### src/rtl/calculadora_pkg.sv
// Shared definitions for the calculator controller and the calculator beside it.
// Contents:
//   - operation codes understood by the calculator (3-bit)
//   - FSM state encoding of the controller (exposed for debug/checkers)
//   - helper telling whether a state accepts an entry
package calculadora_pkg;

  localparam logic [2:0] ZERAR     = 3'b000;
  localparam logic [2:0] MOSTRAR_A = 3'b001;
  localparam logic [2:0] MOSTRAR_B = 3'b010;
  localparam logic [2:0] SOMAR     = 3'b011;
  localparam logic [2:0] SUBTRAIR  = 3'b100;

  typedef enum logic [2:0] {
    ESPERA_A  = 3'd0,
    ESPERA_B  = 3'd1,
    ESPERA_OP = 3'd2,
    EXECUTA   = 3'd3,
    RESULTADO = 3'd4
  } estado_t;

  // Only the three waiting states raise dado_pronto.
  function automatic logic aceita_entrada(input estado_t e);
    return (e == ESPERA_A) || (e == ESPERA_B) || (e == ESPERA_OP);
  endfunction

endpackage

### src/rtl/controle_calculadora.sv
// Controller for an external combinational calculator.
// Collects operand A, operand B and an operation code from a single entry
// stream, drives them to the calculator, waits one EXECUTA cycle, captures
// the calculator output and holds it until downstream accepts it.
// Ports:
//   clk, rst          clock, asynchronous active-high reset
//   dado/_valido      entry value and its valid; dado_pronto = ready
//   limpar            synchronous clear, beats every handshake
//   entrada_A/B       latched operands to the calculator
//   codigo            latched operation code to the calculator
//   saida_calc        calculator output (combinational, outside this block)
//   resultado/_valido registered result and valid; resultado_pronto = ready
//   erro              one-cycle pulse on an illegal operation code
//   estado_dbg        current FSM state, for debug and checkers
module controle_calculadora
  import calculadora_pkg::*;
#(
  parameter int         LARGURA    = 8,
  parameter logic [2:0] CODIGO_MAX = 3'b100
) (
  input  logic               clk,
  input  logic               rst,
  input  logic [LARGURA-1:0] dado,
  input  logic               dado_valido,
  output logic               dado_pronto,
  input  logic               limpar,
  output logic [LARGURA-1:0] entrada_A,
  output logic [LARGURA-1:0] entrada_B,
  output logic [2:0]         codigo,
  input  logic [LARGURA-1:0] saida_calc,
  output logic [LARGURA-1:0] resultado,
  output logic               resultado_valido,
  input  logic               resultado_pronto,
  output logic               erro,
  output estado_t            estado_dbg
);

  estado_t            estado_q, estado_d;
  logic [LARGURA-1:0] entrada_a_q, entrada_a_d;
  logic [LARGURA-1:0] entrada_b_q, entrada_b_d;
  logic [2:0]         codigo_q, codigo_d;
  logic [LARGURA-1:0] resultado_q, resultado_d;
  logic               resultado_valido_q, resultado_valido_d;
  logic               erro_q, erro_d;
  logic               dado_pronto_q, dado_pronto_d;
  logic               transfer;
  logic               codigo_legal;

  assign transfer = dado_valido && dado_pronto_q;
  // Full-width compare: 0x80 must be illegal even though dado[2:0] is 000.
  assign codigo_legal = (dado <= LARGURA'(CODIGO_MAX));

  always_comb begin
    estado_d           = estado_q;
    entrada_a_d        = entrada_a_q;
    entrada_b_d        = entrada_b_q;
    codigo_d           = codigo_q;
    resultado_d        = resultado_q;
    resultado_valido_d = resultado_valido_q;
    erro_d             = 1'b0;

    if (limpar) begin
      estado_d           = ESPERA_A;
      entrada_a_d        = '0;
      entrada_b_d        = '0;
      codigo_d           = ZERAR;
      resultado_d        = '0;
      resultado_valido_d = 1'b0;
    end else begin
      unique case (estado_q)
        ESPERA_A: if (transfer) begin
          entrada_a_d = dado;
          estado_d    = ESPERA_B;
        end
        ESPERA_B: if (transfer) begin
          entrada_b_d = dado;
          estado_d    = ESPERA_OP;
        end
        ESPERA_OP: if (transfer) begin
          if (codigo_legal) begin
            codigo_d = dado[2:0];
            estado_d = EXECUTA;
          end else begin
            erro_d = 1'b1;
          end
        end
        EXECUTA: begin
          // Operands and code have been stable for a full cycle here, so the
          // calculator output is settled and can be captured.
          resultado_d        = saida_calc;
          resultado_valido_d = 1'b1;
          estado_d           = RESULTADO;
        end
        RESULTADO: if (resultado_pronto) begin
          resultado_valido_d = 1'b0;
          codigo_d           = ZERAR;
          estado_d           = ESPERA_A;
        end
        default: estado_d = ESPERA_A;
      endcase
    end

    // Ready is registered: it follows the state the FSM is entering.
    dado_pronto_d = aceita_entrada(estado_d);
  end

  always_ff @(posedge clk or posedge rst) begin
    if (rst) begin
      estado_q           <= ESPERA_A;
      entrada_a_q        <= '0;
      entrada_b_q        <= '0;
      codigo_q           <= ZERAR;
      resultado_q        <= '0;
      resultado_valido_q <= 1'b0;
      erro_q             <= 1'b0;
      dado_pronto_q      <= 1'b1;
    end else begin
      estado_q           <= estado_d;
      entrada_a_q        <= entrada_a_d;
      entrada_b_q        <= entrada_b_d;
      codigo_q           <= codigo_d;
      resultado_q        <= resultado_d;
      resultado_valido_q <= resultado_valido_d;
      erro_q             <= erro_d;
      dado_pronto_q      <= dado_pronto_d;
    end
  end

  assign dado_pronto      = dado_pronto_q;
  assign entrada_A        = entrada_a_q;
  assign entrada_B        = entrada_b_q;
  assign codigo           = codigo_q;
  assign resultado        = resultado_q;
  assign resultado_valido = resultado_valido_q;
  assign erro             = erro_q;
  assign estado_dbg       = estado_q;

endmodule

### config.mk
export PLATFORM = sky130hd
export DESIGN_NAME = controle_calculadora
export DESIGN_NICKNAME = d
export VERILOG_FILES = /design/src/rtl/calculadora_pkg.sv /design/src/rtl/controle_calculadora.sv
export SDC_FILE = /design/constraint.sdc
export NUM_CORES = 1
export LEC_CHECK = 0
export ABC_CLOCK_PERIOD_IN_PS = 2400
export BUFFER_PORTS_ARGS = -buffer_cell sky130_fd_sc_hd__clkbuf_2
export CAP_MARGIN = 25
export CORE_ASPECT_RATIO = 0.7
export CORE_UTILIZATION = 50
export DETAILED_ROUTE_END_ITERATION = 7
export GPL_TIMING_DRIVEN = 0
export HOLD_SLACK_MARGIN = 0.02
export PLACE_DENSITY = 0.88
export SLEW_MARGIN = 10
export SYNTH_ARGS = -nofsm -noshare
export SYNTH_HDL_FRONTEND = slang
export SYNTH_SLANG_ARGS = --single-unit
### constraint.sdc
create_clock -name clk -period 2.4 [get_ports clk]
set_input_delay 0.36 -clock clk [delete_from_list [all_inputs] [get_ports clk]]
set_output_delay 0.36 -clock clk [all_outputs]
set_load 0.03 [all_outputs]
==> results.cfg <==
[layout]
final_cell_area_mm2 = 0.00190
drive_gt1_share_pct = 38.7
final_common_cell = clkbuf_2
layout-area-overhead-vs-synth_pct = 31.2
diodes = 0
nets = 214
final_cell_mix = 53 x clkbuf_2, 32 x dfrtp_1, 21 x nor2_1

[sta]
rsz0062_at_grt = no
min_period_ns = 1.86
fin_setup_tns_ns = 0
fin_skew_ns = 0.00369
hold_viol = 0
setup_viol = 0
relSlewSlack_pct = 49.4
worstMarginPinSlew_ns = 0.753
fin_crit_sh_pct = 77.6
drv_slew = 0
max_freq_mhz = 537

[worst_setup_path]
path_delay_family = simple AND/OR/NAND/NOR gates
path_cells = nand2_1 -> or4b_1 -> buf_2 -> mux2i_1 -> nor2_1
end_kind = flop
r2r_start = dado_pronto
cp.depth = 5
reg2reg_slack_ns = 0.54
r2r_cells = 5
max_stage_delay_ns = 0.55
cp_max_fo = 8
critPathLaunchType = flop
crit_type = flop to flop
cp.required_ns = 2.55
cp.arrival_ns = 2.01
crit_start = dado_pronto
crit_end = entrada_B[7]
cpMaxStageDelayCell = dfstp_2
r2r_end = entrada_B[7]
critPathBufInv = 1

[synthesis]
syn_inst = 132
synth_cell_types = 28
avgSynthCellArea_um2 = 11.0
seq_area_frac_synth_pct = 57.1
ys_async_sr_fraction_pct = 100
synth_warnings = 0
synthesis.area_mm2 = 0.00145
ys_ff_latch = 33
synthFlopType = dfrtp_1
syn_nets = 153
synth_edf_count = 0

[die]
io_pins = 54
core-area_mm2 = 0.00259
dieWidth_um = 66.3
row_count = 15
die_h_um = 47.0
start_util_pct = 55.9
die-area_mm2 = 0.00312

[grt]
grt_overflow = 0
grt_max_degree = 24
track_usage_pct = 25.9
antenna_found_initial = 0
grt_pass1_vias = 1252
grt_pass1_wl_um = 5730

[power]
p_leak_nw = 1.02
powerDensity_mw_per_mm2 = 696
ir_worst_vdd_mv = 0.479

[clocking]
clk_pin_slew_worst_paths_ns = 0.07
root_buffer = clkbuf_8
cts_sinks = 33
insertion_delay_ns = 0.28
postCtsHoldBufs = 0
clockBufferDepth = 2
cts_resized = 0
cts.htree.levels = 2
postCtsSetupBuffers = 0
cts_tree = done
cts_made_buffers = 5

[detailed_routing]
wire_per_inst_um = 16.2
drtIter0Drc = 75
drc = 0
via_count = 1274
via_per_inst = 5.59
detail_route.wirelength_um = 3700
drtPass1Iterations = 4
antenna_left = 0

[placement]
io_buffers = 53
hpwl_um = 2770
gp_routability_congestion = 0.776
dpl_cell_area_mm2 = 0.00178

[run]
maxCapViolCount = 0

[worst_hold_path]
min_path_type = primary input to async pin

[run_status]
status = finished, final reports clean
-- per-stage QoR --
step	hold slack, ns	power, mW	utilization, %	instances	setup WS, ns
after global placement	0.491	0.785	67.8	219	0.683
after detailed placement	0.372	0.802	68.8	220	0.574
after CTS	0.0721	1.32	73.3	228	0.571
after floorplan	0.488	0.729	-	132	0.628
after global routing	0.0929	1.37	73.3	228	0.443
final	0.0655	1.32	73.3	228	0.537
-- cells in the mapped netlist, types with 2 or more instances --
cell type	count	area share, %
a21oi_1	11	3.8
a22o_2	3	2.1
buf_1	2	0.52
buf_2	4	1.4
clkbuf_1	2	0.52
dfrtp_1	32	55
mux2i_1	17	12
nand2_1	10	2.6
nand3_1	9	3.1
nand3b_1	2	1.0
nor2_1	21	5.4
nor3_1	3	1.0
-- kinds of logic (layout without fill, tap and decap cells) --
| group | count (synthesis) | after routing | synth area share [%] |
|---|---|---|---|
| multiplexers | 17 | 17 | 11.8 |
| AO/OA/AOI/OAI | 18 | 18 | 7.78 |
| buffers and inverters | 10 | 72 | 3.46 |
| AND/OR/NAND/NOR | 54 | 54 | 19.9 |
| flip-flops | 33 | 33 | 57.1 |
-- report_power, final --
group,switching [mW],leakage (nW),internal (mW)
Sequential,0.0129,0.450,0.577
Clock,0.190,0.0585,0.338
Combinational,0.134,0.509,0.0711
-- routing by layer --
layer,vias to the layer above,share of wire (%),global-route usage (%)
met5,-,0,0
met4,0,3.5,14.0
met3,16,5.1,5.10
met2,64,51,44.7
met1,615,40,31.8
li1,579,-,-
-- area by class of cell --
class                           instances  area, um^2
Sequential cell                        33         827
Fill cell                             175         691
Multi-Input combinational cell         89         571
Timing Repair Buffer                   54         293
Clock buffer                            7        86.3
Buffer                                  9        46.3
Tap cell                               34        42.5
Clock inverter                          1        30.0
Inverter                                1        3.75
-- worst min-delay path by stage --
stage	endpoint	cells past startpoint	slack (ns)	from
after floorplan	codigo[0]	1	0.49	rst
after global placement	codigo[0]	1	0.49	codigo[0]
after detailed placement	codigo[0]	2	0.37	rst
after CTS	entrada_A[3]	2	0.07	rst
after global routing	entrada_A[3]	2	0.09	rst
final	entrada_A[3]	2	0.07	rst
-- flip-flops by register name (all words and copies together) (netlist names) --
register          count
codigo                3
dado_pronto           1
entrada_A             8
entrada_B             8
erro                  1
estado_dbg            3
resultado             8
resultado_valido      1
No activity file was read; power rests on OpenSTA's default activity.
